===== src/rtl/io_input_unit.sv =====
// io_input_unit: memory-mapped switch/key input block beside the LSU.
// Synchronizes raw pins, debounces keys, latches press events (W1C edge
// register and key-0 press counter) and returns registered load data.
module io_input_unit #(
   parameter int SW_W            = 18,
   parameter int KEY_W           = 4,
   parameter int DEBOUNCE_CYCLES = 500000
) (
   input  logic              i_clk,
   input  logic              i_rst,
   input  logic [SW_W-1:0]   i_io_sw,
   input  logic [KEY_W-1:0]  i_io_key,
   input  logic [31:0]       i_lsu_addr,
   input  logic              i_lsu_wren,
   input  logic [31:0]       i_st_data,
   output logic [31:0]       o_io_ld_data,
   output logic              o_io_hit
);

   localparam int              CNT_W   = $clog2(DEBOUNCE_CYCLES);
   localparam logic [CNT_W-1:0] CNT_MAX = CNT_W'(DEBOUNCE_CYCLES - 1);

   // Word addresses (byte address >> 2)
   localparam logic [29:0] ADDR_SW    = 30'h0000_0704;
   localparam logic [29:0] ADDR_KEY   = 30'h0000_0705;
   localparam logic [29:0] ADDR_EDGE  = 30'h0000_0706;
   localparam logic [29:0] ADDR_COUNT = 30'h0000_0707;

   logic [SW_W-1:0]  r_sw_s1, r_sw_s2;
   logic [KEY_W-1:0] r_key_s1, r_key_s2;
   logic [KEY_W-1:0] r_stable;
   logic [CNT_W-1:0] r_db_cnt [KEY_W];
   logic [KEY_W-1:0] r_edge;
   logic [31:0]      r_count;
   logic [31:0]      r_ld_data;
   logic             r_hit;

   logic [KEY_W-1:0] w_key_sync;
   logic [KEY_W-1:0] w_stable_d;
   logic [CNT_W-1:0] w_db_cnt_d [KEY_W];
   logic [KEY_W-1:0] w_press;
   logic [KEY_W-1:0] w_edge_d;
   logic [31:0]      w_count_d;
   logic [31:0]      w_ld_data_d;
   logic             w_hit_d;
   logic             w_sel_sw, w_sel_key, w_sel_edge, w_sel_count;
   logic             w_unused;

   assign w_sel_sw    = (i_lsu_addr[31:2] == ADDR_SW);
   assign w_sel_key   = (i_lsu_addr[31:2] == ADDR_KEY);
   assign w_sel_edge  = (i_lsu_addr[31:2] == ADDR_EDGE);
   assign w_sel_count = (i_lsu_addr[31:2] == ADDR_COUNT);
   assign w_hit_d     = w_sel_sw | w_sel_key | w_sel_edge | w_sel_count;

   // Keys are active-low on the pins; pressed = 1 from here on.
   assign w_key_sync = ~r_key_s2;

   // Byte offset and high store-data bits do not affect this block.
   assign w_unused = ^{i_lsu_addr[1:0], i_st_data};

   // Two-flop synchronizers; keys reset to released (pin high).
   always_ff @(posedge i_clk or posedge i_rst) begin
      if (i_rst) begin
         r_sw_s1  <= '0;
         r_sw_s2  <= '0;
         r_key_s1 <= '1;
         r_key_s2 <= '1;
      end else begin
         r_sw_s1  <= i_io_sw;
         r_sw_s2  <= r_sw_s1;
         r_key_s1 <= i_io_key;
         r_key_s2 <= r_key_s1;
      end
   end

   // Debounce next-state: accept a change after DEBOUNCE_CYCLES disagreeing cycles.
   always_comb begin
      w_stable_d = r_stable;
      w_press    = '0;
      for (int k = 0; k < KEY_W; k++) begin
         w_db_cnt_d[k] = '0;
         if (w_key_sync[k] != r_stable[k]) begin
            if (r_db_cnt[k] == CNT_MAX) begin
               w_stable_d[k] = w_key_sync[k];
               w_press[k]    = w_key_sync[k];
            end else begin
               w_db_cnt_d[k] = r_db_cnt[k] + CNT_W'(1);
            end
         end
      end
   end

   // Debounce state registers.
   always_ff @(posedge i_clk or posedge i_rst) begin
      if (i_rst) begin
         r_stable <= '0;
         for (int k = 0; k < KEY_W; k++) begin
            r_db_cnt[k] <= '0;
         end
      end else begin
         r_stable <= w_stable_d;
         for (int k = 0; k < KEY_W; k++) begin
            r_db_cnt[k] <= w_db_cnt_d[k];
         end
      end
   end

   // Event next-state: a press set beats a same-cycle clear.
   always_comb begin
      w_edge_d = r_edge;
      if (i_lsu_wren && w_sel_edge) begin
         w_edge_d = r_edge & ~i_st_data[KEY_W-1:0];
      end
      w_edge_d = w_edge_d | w_press;

      w_count_d = r_count;
      if (i_lsu_wren && w_sel_count) begin
         w_count_d = {31'b0, w_press[0]};
      end else if (w_press[0]) begin
         w_count_d = r_count + 32'd1;
      end
   end

   // Event registers.
   always_ff @(posedge i_clk or posedge i_rst) begin
      if (i_rst) begin
         r_edge  <= '0;
         r_count <= '0;
      end else begin
         r_edge  <= w_edge_d;
         r_count <= w_count_d;
      end
   end

   // Read mux on pre-write register values.
   always_comb begin
      w_ld_data_d = '0;
      if (w_sel_sw) begin
         w_ld_data_d = 32'(r_sw_s2);
      end else if (w_sel_key) begin
         w_ld_data_d = 32'(r_stable);
      end else if (w_sel_edge) begin
         w_ld_data_d = 32'(r_edge);
      end else if (w_sel_count) begin
         w_ld_data_d = r_count;
      end
   end

   // Registered load response, one cycle latency.
   always_ff @(posedge i_clk or posedge i_rst) begin
      if (i_rst) begin
         r_ld_data <= '0;
         r_hit     <= 1'b0;
      end else begin
         r_ld_data <= w_ld_data_d;
         r_hit     <= w_hit_d;
      end
   end

   assign o_io_ld_data = r_ld_data;
   assign o_io_hit     = r_hit;

endmodule


===== config.mk =====
export PLATFORM = sky130hd
export DESIGN_NAME = io_input_unit
export DESIGN_NICKNAME = d
export VERILOG_FILES = /design/src/rtl/io_input_unit.sv
export SDC_FILE = /design/constraint.sdc
export NUM_CORES = 1
export LEC_CHECK = 0
export CORE_UTILIZATION = 58
export CTS_CLUSTER_SIZE = 28
export DETAILED_ROUTE_END_ITERATION = 16
export GPL_ROUTABILITY_DRIVEN = 0
export PLACE_DENSITY = 0.93
export SLEW_MARGIN = 10
export SYNTH_ARGS = -nofsm -noshare
export SYNTH_HDL_FRONTEND = slang
export SYNTH_SLANG_ARGS = --single-unit

===== constraint.sdc =====
create_clock -name i_clk -period 16.2 [get_ports i_clk]
set_input_delay 3.24 -clock i_clk [delete_from_list [all_inputs] [get_ports i_clk]]
set_output_delay 3.24 -clock i_clk [all_outputs]
set_load 0.05 [all_outputs]

==> results.toml <==
[run_status]
status = "finished clean"

[synth]
avgSynthCellArea_sq_um = 10.98
syn_area_sq_um = 8279
synth_edf_count = 0
ys_async_sr_fraction_pct = 100.0
synth_cell_types = 46
synthCells = 754
yosys-top-cells-area = "dfrtp_1 (56%), xnor2_1 (6.5%), nor2_1 (5.1%), xor2_1 (3.5%), dfstp_2 (2.5%)"
synth-main-ff-cell = "dfrtp_1"
synth.largest_area_cell = "dfrtp_1"
synth_top_area_share_pct = 55.92
ys_seq_elements = 193
ys_seq_area_share_pct = 58.46
yosysWarnings = 0
syn_nets = 848

[critical_path]
cpPeakStageDelay_ns = 0.80
cp-start-kind = "input port"
arrival_ns = 6.06
worstSetupPathType = "in2reg"
path_cells = "clkdlybuf4s50_1 > nor4b_1 > nand4_1 > nor3_2 > buf_4 > and3_1 > a22o_1"
slowest_stage = "and3_1"
cp_max_fo = 28
required_ns = 16.57
end_kind = "flop"

[global_route]
grt_pass1_wl_mm = 28.95
antenna_found_initial = 0
grt_pass1_vias = 6089
track_usage_pct = 25.58
overflow = 0
grt_max_degree = 120

[die]
die-area_sq_um = 14760
die-height_um = 121.5
core_sq_um = 13880
io_pins = 122
rows = 43
start_util_pct = 59.64
fp.dieW_um = 121.5

[route]
wl_mm = 17.67
wl_per_cell_um = 17.09
vias = 6096
drt_iter0_drc = 521
drc_errors = 0
antenna_left = 0
dr.pass1.iters = 5
viasPerCell = 5.896

[placed_design]
io_buffers = 91
hpwlAfterDp_mm = 11.38

[pwr]
p_leak_nw = 4.105
ir_drop_mv = 0.06364
powerDensity_nw_per_um2 = 98.87

[clock_tree]
cts_tree = "yes"
postCtsSetupRepairBufs = 0
clk_pin_slew_ns = 0.07
cts_hold_buf = 0
worstSkewPairLatency_ns = 0.43
cts_buffer_depth = 2
numCtsBuffers = 17
ctsResizeCount = 0
cts_sinks = 193
htreeDepth = 4
clockRootBuffer = "clkbuf_16"

[sta]
relSlewSlack_pct = 31.82
maxSlewViolCount = 0
rsz0062_at_grt = "false"
layout_min_cycle_time_ns = 5.695
fmax_mhz = 175.6
setup_viol = 0
skew_ns = 0.01090
final.period_utilization_pct = 35.16
tightestPinTransition_ns = 1.023
final_hold_viol_count = 0
setup_tns_ns = 0

[final_layout]
fin_nets = 935
drive_gt1_share_pct = 6.792
num_antenna_cells = 0
fin_util_pct = 71.74
area_growth_pct = 20.28
fillerInstances = 865

[flow_run]
maxCapViolCount = 0

[worst_hold_path]
hp-class = "reg2reg"
kinds of logic (layout without fill, tap and decap cells):
group | count (synthesis) | in the layout | synth area share [%]
buffers and inverters | 37 | 137 | 2.085
flip-flops | 193 | 193 | 58.46
AO/OA/AOI/OAI | 40 | 40 | 3.249
adder cells (fa/ha/maj) | 5 | 5 | 0.7556
multiplexers | 5 | 5 | 1.209
AND/OR/NAND/NOR | 380 | 380 | 24.30
XOR/XNOR | 94 | 94 | 9.944
sequential cells by signal, indices dropped and copies added (netlist names):
register / cells
r_db_cnt: 76
o_io_ld_data: 32
r_count: 32
r_sw_s1: 18
r_sw_s2: 18
r_edge: 4
r_key_s1: 4
r_key_s2: 4
r_stable: 4
o_io_hit: 1
synthesized netlist by cell type (2+ instances only):
cell type	number
a21o_1	3
a21oi_1	9
a22o_1	10
a32o_1	3
and2_1	23
and3_1	12
and4_1	8
and4_2	2
buf_6	3
clkbuf_1	20
dfrtp_1	185
dfstp_2	8
ha_1	5
inv_1	12
mux4_2	4
nand2_1	53
nand3_1	41
nand4_1	30
nor2_1	113
nor2b_1	4
nor3_1	23
nor3b_1	12
nor4_1	19
nor4b_1	9
nor4bb_1	5
o21ai_0	12
or2_2	2
or3_1	10
or4_1	5
xnor2_1	61
xor2_1	33
metrics by stage:
stage          cell area [sq um]  cells  hold WS, ns  total power [W]  setup slack, ns
2_1_floorplan               8279    754       0.3312        0.0005206            7.718
3_3_place_gp                9313   1002       0.3322        0.0005400            10.10
3_5_place_dp                9313   1002       0.3363        0.0005419            9.993
4_1_cts                     9958   1034       0.3457        0.0009895            10.44
5_1_grt                     9958   1034       0.3524         0.001011            10.30
6_report                    9958   1034       0.3426        0.0009845            10.50
path summary, 6_finish.rpt:
path                                      from               end  slack (ns)  cells after the start
worst max-delay path            i_lsu_addr[15]  o_io_ld_data[10]       10.50                      7
worst min-delay path               r_sw_s1[11]       r_sw_s2[11]        0.34                      0
worst max register to register    r_db_cnt[64]       r_count[27]       13.45                      5
worst min register to register     r_sw_s1[11]       r_sw_s2[11]        0.34                      0
max in group asynchronous                i_rst       r_count[21]       11.26                      3
min in group asynchronous                i_rst      r_db_cnt[43]        3.43                      2
routing by layer:
| layer | wire (um) | vias to the layer above | GRT usage (%) |
|---|---|---|---|
| met5 | 0 | - | 0 |
| met1 | 7417 | 3020 | 32.58 |
| met2 | 8793 | 242 | 41.76 |
| li1 | - | 2784 | - |
| met4 | 480 | 0 | 11.03 |
| met3 | 975 | 50 | 6.109 |
cell usage in the layout, fill, tap and decap left out, types with 22 or more instances in the layout:
cell,count
nor3_1,22
xnor2_1,61
xor2_1,33
nor2_1,113
nand4_1,30
clkdlybuf4s50_1,91
dfrtp_1,185
and2_1,23
nand2_1,53
nand3_1,41
cell type report:
class                           count  area (sq um)  area share (%)
Tap cell                          180         225.2           2.262
Clock inverter                     11         175.2           1.759
Sequential cell                   193          4840           48.60
Timing Repair Buffer               93         925.9           9.298
Inverter                           12         50.05          0.5026
Clock buffer                       21         470.5           4.724
Multi-Input combinational cell    524          3272           32.86
worst max-delay path: cells and delay by family:
family,cells,cell delay [ns]
buffers and inverters,2,0.74
AND/OR/NAND/NOR,4,1.79
AO/OA/AOI/OAI,1,0.29
power breakdown:
group	internal, W	leakage (nW)	switching [W]
logic	0.0000177	1.38	0.0000196
clock network	0.000272	0.316	0.000180
registers	0.000491	2.41	0.00000488
total	0.000781	4.10	0.000204
No activity file was read; power rests on OpenSTA's default activity.
